[src/rtl/ultra_wide_result_serializer_if.sv]
// Result-side bundle of the ultra-wide serializer: 128-bit strobe in, 32-bit beat stream out,
// plus occupancy and the sticky overflow flag.
interface ultra_wide_result_serializer_if #(
    parameter int DEPTH = 4
);
    logic                     in_vld;
    logic [127:0]             in_data;
    logic                     out_vld;
    logic                     out_rdy;
    logic [31:0]              out_data;
    logic                     out_last;
    logic [$clog2(DEPTH):0]   level;
    logic                     ovf_r;
    logic                     ovf_clr;

    modport master (
        output in_vld, in_data, out_rdy, ovf_clr,
        input  out_vld, out_data, out_last, level, ovf_r
    );

    modport slave (
        input  in_vld, in_data, out_rdy, ovf_clr,
        output out_vld, out_data, out_last, level, ovf_r
    );
endinterface

[src/rtl/ultra_wide_result_serializer.sv]
// Captures non-backpressurable 128-bit results into a FIFO and replays each entry as four
// 32-bit beats, least-significant word first; results arriving while full are dropped.
module ultra_wide_result_serializer #(
    parameter int DEPTH = 4
) (
    input logic clk,
    input logic rst,
    ultra_wide_result_serializer_if.slave bus
);
    localparam int AW = $clog2(DEPTH);
    localparam int CW = AW + 1;

    logic [127:0]  mem [DEPTH];
    logic [AW-1:0] wr_ptr;
    logic [AW-1:0] rd_ptr;
    logic [CW-1:0] count;
    logic [1:0]    beat;
    logic          ovf_q;

    logic full;
    logic xfer;
    logic pop;
    logic push;
    logic drop;

    assign full = (count == CW'(DEPTH));
    assign xfer = bus.out_vld & bus.out_rdy;
    assign pop  = xfer & (beat == 2'd3);
    // A full FIFO still accepts a result when the head's last beat leaves this cycle.
    assign push = bus.in_vld & (~full | pop);
    assign drop = bus.in_vld & ~push;

    always_ff @(posedge clk) begin
        if (rst) begin
            wr_ptr <= '0;
            rd_ptr <= '0;
            count  <= '0;
            beat   <= '0;
            ovf_q  <= 1'b0;
        end else begin
            if (push) wr_ptr <= wr_ptr + AW'(1);
            if (pop)  rd_ptr <= rd_ptr + AW'(1);
            case ({push, pop})
                2'b10:   count <= count + CW'(1);
                2'b01:   count <= count - CW'(1);
                default: ;
            endcase
            // Beat wraps 3->0 naturally, so a pop always leaves the next head at beat 0.
            if (xfer) beat <= beat + 2'd1;
            if (drop)             ovf_q <= 1'b1;
            else if (bus.ovf_clr) ovf_q <= 1'b0;
        end
    end

    always_ff @(posedge clk) begin
        if (push && !rst) mem[wr_ptr] <= bus.in_data;
    end

    assign bus.out_vld  = (count != '0);
    assign bus.out_last = bus.out_vld & (beat == 2'd3);
    assign bus.out_data = mem[rd_ptr][{beat, 5'b0} +: 32];
    assign bus.level    = count;
    assign bus.ovf_r    = ovf_q;
endmodule
[src/flat_wrapper.sv]
// flat-port wrapper written by rule: the top's interface ports become plain ports
module ultra_wide_result_serializer_flat 
#(
    parameter int DEPTH = 4
)
  (clk, rst, bus_in_vld, bus_in_data, bus_out_rdy, bus_ovf_clr, bus_out_vld, bus_out_data, bus_out_last, bus_level, bus_ovf_r);
  ultra_wide_result_serializer_if #(.DEPTH(DEPTH)) bus_i ();
  input logic clk;
  input logic rst;
  input wire logic [$bits(bus_i.in_vld)-1:0] bus_in_vld;
  input wire logic [$bits(bus_i.in_data)-1:0] bus_in_data;
  input wire logic [$bits(bus_i.out_rdy)-1:0] bus_out_rdy;
  input wire logic [$bits(bus_i.ovf_clr)-1:0] bus_ovf_clr;
  output wire logic [$bits(bus_i.out_vld)-1:0] bus_out_vld;
  output wire logic [$bits(bus_i.out_data)-1:0] bus_out_data;
  output wire logic [$bits(bus_i.out_last)-1:0] bus_out_last;
  output wire logic [$bits(bus_i.level)-1:0] bus_level;
  output wire logic [$bits(bus_i.ovf_r)-1:0] bus_ovf_r;
  assign bus_i.in_vld = bus_in_vld;
  assign bus_i.in_data = bus_in_data;
  assign bus_i.out_rdy = bus_out_rdy;
  assign bus_i.ovf_clr = bus_ovf_clr;
  assign bus_out_vld = bus_i.out_vld;
  assign bus_out_data = bus_i.out_data;
  assign bus_out_last = bus_i.out_last;
  assign bus_level = bus_i.level;
  assign bus_ovf_r = bus_i.ovf_r;
  ultra_wide_result_serializer #(.DEPTH(DEPTH)) u_core (.clk(clk), .rst(rst), .bus(bus_i));
endmodule
[config.mk]
export PLATFORM = sky130hd
export DESIGN_NAME = ultra_wide_result_serializer_flat
export DESIGN_NICKNAME = d
export VERILOG_FILES = /design/src/rtl/ultra_wide_result_serializer_if.sv /design/src/rtl/ultra_wide_result_serializer.sv /design/src/flat_wrapper.sv
export SDC_FILE = /design/constraint.sdc
export NUM_CORES = 1
export LEC_CHECK = 0
export ABC_CLOCK_PERIOD_IN_PS = 6700
export CAP_MARGIN = 20
export CORE_ASPECT_RATIO = 0.8
export CORE_MARGIN = 2
export CORE_UTILIZATION = 45
export CTS_BUF_LIST = sky130_fd_sc_hd__clkbuf_8
export DETAILED_ROUTE_END_ITERATION = 6
export GPL_ROUTABILITY_DRIVEN = 0
export PLACE_DENSITY = 0.74
export SYNTH_ARGS = -nofsm -noshare
export SYNTH_HDL_FRONTEND = slang
export SYNTH_SLANG_ARGS = --single-unit
[constraint.sdc]
create_clock -name clk -period 6.7 [get_ports clk]
set_input_delay 1.34 -clock clk [delete_from_list [all_inputs] [get_ports clk]]
set_output_delay 1.34 -clock clk [all_outputs]
set_load 0.03 [all_outputs]
==> Word level (Yosys, flattened, before mapping) <==
Memory sizes are Yosys's and may differ from the RTL's. A register that Yosys moved wholly into a read port is not among the register bits.
Index checks and enable logic that the tools add are counted.
{ "totals": {"regBits": 10, "ram_bits": 512, "in_bits": 133, "wordCells": 36, "n_memories": 1} }
{ "op_classes": {"n_addsub": 5, "n_eq_ne": 4, "shifts": 1, "n_mux": 7, "bitwise": 8, "n_reduce_logical": 5} }
{ "mem_list": {"columns": ["name", "words", "word_bits", "read_ports", "rd_clocked_by_memory_dff", "write_ports", "line_no", "text"], "rows": [
  ["u_core.mem", 4, 128, 1, 1, 1, "ultra_wide_result_serializer.sv:13", "logic [127:0] mem [DEPTH];"]
]} }
{ "ops": {"columns": ["op", "count"], "rows": [
  ["$shiftx A128 B8 Y32", 1],
  ["$add A2 B1 Y2 const B", 3],
  ["$pmux W3 S2", 1],
  ["$and A1 B1 Y1", 5],
  ["$eq A2 B2 Y1 const B", 2],
  ["$mux W1", 4],
  ["$mux W2", 2],
  ["$reduce_bool A2 Y1", 2],
  ["$add A3 B1 Y3 const B", 1],
  ["$eq A3 B3 Y1 const B", 1],
  ["$reduce_bool A3 Y1", 1],
  ["$sub A3 B1 Y3 const B", 1],
  ["$eq A2 B1 Y1 const B", 1],
  ["$not A1 Y1", 2],
  ["$logic_and A1 B1 Y1", 1],
  ["$logic_not A1 Y1", 1],
  ["$or A1 B1 Y1", 1]
]} }

==> Depth between registers and ports, before layout <==
Gate-level depths: netlist (run 1).
{ "logic_depth": {"ltp_word": 8, "mapped_depth": 9} }

==> Worst setup path before layout (run 1) <==
OpenSTA, ideal clock, no wires.
{ "synth_timing": {"path_kind": "in2reg", "startpoint": "input port bus_out_rdy", "endpoint": "memory u_core.mem[0][0] (enable)", "arrival_ns": 4.830, "required_time_ns": 6.197, "path_slack_ns": 1.367, "stages": 4, "n_path_buf": 0, "cell_sequence": "nand2_1 > a31o_2 > nor2_1 > and2_1"} }
{ "synth_via": {"elab_chain_len": 7} }
{ "synth_rtl": {"columns": ["item", "line_no", "text"], "rows": [
  ["start, declared", "flat_wrapper.sv:12", "input wire logic [$bits(bus_i.out_rdy)-1:0] bus_out_rdy;"],
  ["$and A1 B1 Y1", "ultra_wide_result_serializer.sv:27", "assign xfer = bus.out_vld & bus.out_rdy;"],
  ["$and A1 B1 Y1", "ultra_wide_result_serializer.sv:28", "assign pop = xfer & (beat == 2'd3);"],
  ["$or A1 B1 Y1", "ultra_wide_result_serializer.sv:30", "assign push = bus.in_vld & (~full | pop);"],
  ["$and A1 B1 Y1", "ultra_wide_result_serializer.sv:30", null],
  ["$logic_and A1 B1 Y1", "ultra_wide_result_serializer.sv:56", "if (push && !rst) mem[wr_ptr] <= bus.in_data;"],
  ["$mux W1", "ultra_wide_result_serializer.sv:56", null],
  ["$mux W1 (implied by the code)", "ultra_wide_result_serializer.sv:56", null],
  ["end, declared", "ultra_wide_result_serializer.sv:13", null]
]} }
No other way between the ends.

==> flow_summary.toml, run 1 <==
[run_status]
outcome = "complete, but fails checks"
violations = "DRC"

[timing]
relSlewSlack = 0.3318
finalSetupViolCount = 0
slew_viol_final = 0
fin_crit_ns = 4.921
period_share = 0.7345
rsz0062_at_grt = "no"
setup_tns_ns = 0
clock.fmax_mhz = 203.2
hold_viol = 0
skew_ns = 0.02135
tightest_slew_ns = 1.002
holdWs_ns = 0.4805
fin_ws_ns = 1.779

[route]
route.vias.total = 9413
drt-total-wl_um = 39690
wl_per_cell_um = 23.35
drc = 4
drt-initial-drc-count = 863
first_pass_iters = 7
ant_nets = 0
viasPerCell = 5.537

[placed_design]
io_buffer_count = 170
dp_slack_ns = 2.309
placed_cells = 1553
place_hpwl_um = 22400

[power_and_ir_drop]
peakVddDrop_v = 0.0001893
powerDensity_nw_per_um2 = 285.0
leakagePower_nw = 7.355
p_total_w = 0.006712

[synthesis]
yosysSeqAreaShare = 0.7922
ys_warn_count = 0
synthFlopType = "edfxtp_1"
synth-seq-cells = 524
synth.distinct_cells = 30
synth_nets = 994
async_flop_share = 0
synth_cells = 855
netlist_area_um2 = 19710
avgSynthCellArea_um2 = 23.05
synth_edf_count = 512

[cts]
cts_tree = "built"
cts_root_buf = "clkbuf_8"
clk_pin_slew_ns = 0.07
cts_made_buffers = 81
cts.repair.resized = 0
post_cts_buffers = 0
hold_buffers = 0
h-tree-depth = 3
cts.sinks = 524
clock_latency_ns = 0.66
max-clock-path-buffers = 3

[cells_and_area]
final_cells = 1700
syn2layout_area_growth_pct = 19.49
drive_above_1_share = 0.2214
nets = 1215

[floorplanning]
die-area_um2 = 45500
fp.dieH_um = 191.2
io_pins = 171
fp.dieW_um = 238.0
coreArea_um2 = 43220
rows = 68
initial_utilization = 0.4561

[critical_path]
worstPathRequired_ns = 5.36
critPathKind = "reg -> out"
endpoint_kind = "output pin"
cp_max_fo = 58
worstSetupStartpointType = "flop"
crit_arrival_ns = 3.58
reg2reg_from = "u_core.beat[0]"

[global_route]
grt_max_degree = 78
grt_pass1_wl_um = 59950
overflow = 0
track_usage = 0.1790
antenna_found_initial = 5
grt_pass1_vias = 9890

[worst_hold_path]
min_from = "u_core.bus.ovf_r"
hold_class = "reg -> reg"

[run]
maxCapViolCount = 0
-- synth_stat cells, types with 2 or more instances --
cell type / instances / share of area
xnor2_1: 4 / 0.0018
edfxtp_1: 512 / 0.78
and2_1: 6 / 0.0019
nor2_1: 11 / 0.0021
a21oi_1: 3 / 0.00076
ha_1: 5 / 0.0032
buf_4: 9 / 0.0034
buf_2: 8 / 0.0020
nand3_1: 2 / 0.00051
inv_1: 5 / 0.00095
nor2b_1: 4 / 0.0013
nand4_1: 2 / 0.00063
dfxtp_1: 12 / 0.012
nand2_1: 39 / 0.0074
clkbuf_1: 19 / 0.0036
mux4_2: 128 / 0.15
buf_1: 9 / 0.0017
a22oi_1: 64 / 0.024
xor2_1: 2 / 0.00089
-- where the power goes --
group / switching (W) / leakage, nW / total (W) / internal (W)
clock network: 0.00121 / 0.814 / 0.00238 / 0.00117
registers: 0.0000291 / 4.75 / 0.00374 / 0.00371
logic: 0.000346 / 1.79 / 0.000596 / 0.000250
-- critical path, cell delays in order, from the launching register on --
cell	delay, ns
dfxtp_4	0.81
buf_12	0.49
mux4_2	0.58
a22oi_1	0.23
nand2_1	0.12
clkdlybuf4s50_1	0.61
-- placed cells by master (no fill, tap or decap), types with 9 or more instances in the layout --
cell and n:
edfxtp_1 512, a22oi_1 64, nand2_1 39, nor2_1 10, clkinv_2 9, clkdlybuf4s50_1 170, mux4_2 128, dfxtp_1 10
inv_1 25, clkinv_1 25, clkbuf_8 83
-- cell type report --
type	instances	area [um2]
Antenna cell	2	5.005
Clock buffer	83	1142
Tap cell	560	700.7
Multi-Input combinational cell	281	3899
Fill cell	3273	19670
Inverter	5	18.77
Sequential cell	524	15620
Clock inverter	62	290.3
Timing Repair Buffer	183	1874
-- logic make-up (layout without fill, tap and decap cells) --
logic type               Yosys count  count (layout)  synth area share
AO/OA/AOI/OAI                     74              74           0.02799
XOR/XNOR                           6               6          0.002666
adder cells (fa/ha/maj)            6               6          0.004189
buffers and inverters             50             333           0.01174
flip-flops                       524             524            0.7922
multiplexers                     129             129            0.1468
other                              0               2                 0
AND/OR/NAND/NOR                   66              66           0.01447
-- state kept, by name, summed over array words and instances (netlist names), named ones only --
signal            count
u_core.wr_ptr         2
u_core.bus.level      3
u_core.beat           2
u_core.rd_ptr         2
u_core.mem          512
u_core.bus.ovf_r      1
-- worst paths after layout --
kind / end / slack, ns / cells after the start
worst max-delay path: bus_out_data[2] / 1.78 / 5
worst min-delay path: u_core.bus.ovf_r / 0.48 / 2
worst max register to register: u_core.mem[2][90] / 3.42 / 6
worst min register to register: u_core.bus.ovf_r / 0.48 / 2
-- through the flow --
step / util / cell area (um2)
after global routing: 0.5448 / 23550
after global placement: 0.5117 / 22120
after detailed placement: 0.5117 / 22120
after CTS: 0.5448 / 23550
after floorplan: - / 19710
final: 0.5449 / 23550
-- routing by layer --
metal / wire length, um / up-vias / global-route usage
li1: - / 4096 / -
met1: 17140 / 4898 / 0.2516
met2: 18670 / 344 / 0.2734
met3: 3180 / 69 / 0.05458
met4: 644 / 6 / 0.05168
met5: 45 / - / 0
Note: power is estimated with default switching activity, not from simulation.
==> inputs of run 2 (changes only) <==
--- a/config.mk
+++ b/config.mk
@@ -5,7 +5,7 @@
 export SDC_FILE = /design/constraint.sdc
 export NUM_CORES = 1
 export LEC_CHECK = 0
-export ABC_CLOCK_PERIOD_IN_PS = 6700
+export ABC_CLOCK_PERIOD_IN_PS = 4000
 export CAP_MARGIN = 20
 export CORE_ASPECT_RATIO = 0.8
 export CORE_MARGIN = 2
@@ -13,7 +13,7 @@
 export CTS_BUF_LIST = sky130_fd_sc_hd__clkbuf_8
 export DETAILED_ROUTE_END_ITERATION = 6
 export GPL_ROUTABILITY_DRIVEN = 0
-export PLACE_DENSITY = 0.74
+export PLACE_DENSITY = 0.76
 export SYNTH_ARGS = -nofsm -noshare
 export SYNTH_HDL_FRONTEND = slang
 export SYNTH_SLANG_ARGS = --single-unit
==> constraint.sdc (replaced) <==
create_clock -name clk -period 4 [get_ports clk]
set_input_delay 0.8 -clock clk [delete_from_list [all_inputs] [get_ports clk]]
set_output_delay 0.8 -clock clk [all_outputs]
set_load 0.03 [all_outputs]
==> run 2 against run 1 <==
Net effect:
- non-clock buffer count up 16
- the run now ends clean
- count of clock-buffer cells in the layout is the same
- critical path type unchanged
- worst setup slack lost 1.6 ns
- design area increased by 1.9%
- sequential power rose by 67%
- highest routed layer unchanged
- clock power is 87% higher
- critical endpoint is now bus_out_data[29]
==> flow_summary.toml, run 2 (same netlist as run 1, synthesis figures left out) <==
[run_status]
outcome = "finished clean"

[timing]
holdWs_ns = 0.4934
slew_viol_final = 0
setup_tns_ns = 0
hold_viol = 0
rsz0062_at_grt = "no"
skew_ns = 0.03096
relSlewSlack = 0.4957
finalSetupViolCount = 0
clock.fmax_mhz = 262.2
fin_crit_ns = 3.814
period_share = 0.9535
tightest_slew_ns = 0.7546

[route]
viasPerCell = 5.525
drc = 0
ant_nets = 0
first_pass_iters = 5
wl_per_cell_um = 23.37
drt-total-wl_um = 40180
drt-initial-drc-count = 683
route.vias.total = 9498

[global_route]
grt_pass1_vias = 10060
antenna_found_initial = 6
track_usage = 0.1796
overflow = 0
grt_pass1_wl_um = 60410
grt_max_degree = 68

[power_and_ir_drop]
peakVddDrop_v = 0.0003309
leakagePower_nw = 7.577
powerDensity_nw_per_um2 = 489.1

[cells_and_area]
fin_area_um2 = 24010
nets = 1231
fill_cells = 3166
final_common_cell = "edfxtp_1"
largest_reg_flops = 512
drive_above_1_share = 0.2316
syn2layout_area_growth_pct = 21.80
regMostFlops = "u_core.mem"
layout_common_cells = "512 x edfxtp_1, 169 x clkdlybuf4s50_1, 128 x mux4_2, 83 x clkbuf_8, 64 x a22oi_1"

[worst_hold_path]
worstHoldPathCells = 2
hold_class = "reg -> reg"

[critical_path]
endpoint_kind = "output pin"
crit_arrival_ns = 3.01
worstPathRequired_ns = 3.20
cp_max_fo = 26
critPathKind = "reg -> out"
rr_worst_depth = 6
worstSetupStartpointType = "flop"

[cts]
cts_root_buf = "clkbuf_8"
max-clock-path-buffers = 3
post_cts_buffers = 0
cts_tree = "built"
clk_pin_slew_ns = 0.06
cts_made_buffers = 81
cts.sinks = 524
clock_latency_ns = 0.65
h-tree-depth = 3

[floorplanning]
rows = 68
fp.dieH_um = 191.2
die-area_um2 = 45500
fp.dieW_um = 238.0
initial_utilization = 0.4561
coreArea_um2 = 43220
io_pins = 171

[placed_design]
place_hpwl_um = 23440
dpl-instance-area_um2 = 22370
io_buffer_count = 170

[run]
maxCapViolCount = 0
-- run 2: area by class of cell --
type | instances | area, um2 | area share
inverters | 5 | 18.77 | 0.0007817
well taps | 560 | 700.7 | 0.02918
repair buffers | 199 | 2142 | 0.08922
flip-flops and latches | 524 | 15620 | 0.6507
multi-input cells | 281 | 3899 | 0.1624
clock buffers | 83 | 1142 | 0.04758
diodes | 6 | 15.01 | 0.0006254
clock inverters | 61 | 467.9 | 0.01949
-- run 2: through the flow --
step	instances	utilization	total power, W	setup WS [ns]
after global routing	1713	0.5551	0.01217	0.02095
after CTS	1713	0.5549	0.01189	0.008478
after global placement	1569	0.5176	0.007381	0.7922
final	1719	0.5555	0.01174	0.1859
after detailed placement	1569	0.5176	0.007407	0.7718
after floorplan	855	-	0.006858	0.6405
-- run 2: timing repair --
item	4_1_cts	5_1_grt
resized for setup	0	3
endpoints found under the setup margin	0	3
hold buffers	0	0
-- run 2: final timing paths --
path                                  startpoint                end  slack (ns)
worst max-delay path                        flop   bus_out_data[29]        0.19
worst min-delay path            u_core.bus.ovf_r   u_core.bus.ovf_r        0.49
worst max register to register    u_core.beat[1]  u_core.mem[1][92]        1.37
worst min register to register  u_core.bus.ovf_r   u_core.bus.ovf_r        0.49
-- run 2: report_power, final --
| part | switching [W] | leakage [nW] | internal (W) |
|---|---|---|---|
| clock network | 0.00201 | 0.905 | 0.00245 |
| logic | 0.000588 | 1.92 | 0.000436 |
| registers | 0.0000483 | 4.75 | 0.00621 |
| total | 0.00265 | 7.58 | 0.00910 |
-- run 2: metal layers --
layer | wire (um) | share of wire | vias to the layer above | track usage
li1 | - | - | 4132 | -
met4 | 789 | 0.020 | 4 | 0.05793
met5 | 24 | 0.00060 | - | 0
met3 | 3030 | 0.075 | 72 | 0.05574
met2 | 19090 | 0.48 | 352 | 0.2815
met1 | 17240 | 0.43 | 4938 | 0.2427
-- run 2: worst max-delay path, cell delays in order (launching register included) --
cell and delay, ns:
dfxtp_4 0.38, buf_12 0.23, buf_12 0.26, mux4_2 0.53
a22oi_1 0.22, nand2_1 0.12, clkdlybuf4s50_1 0.61
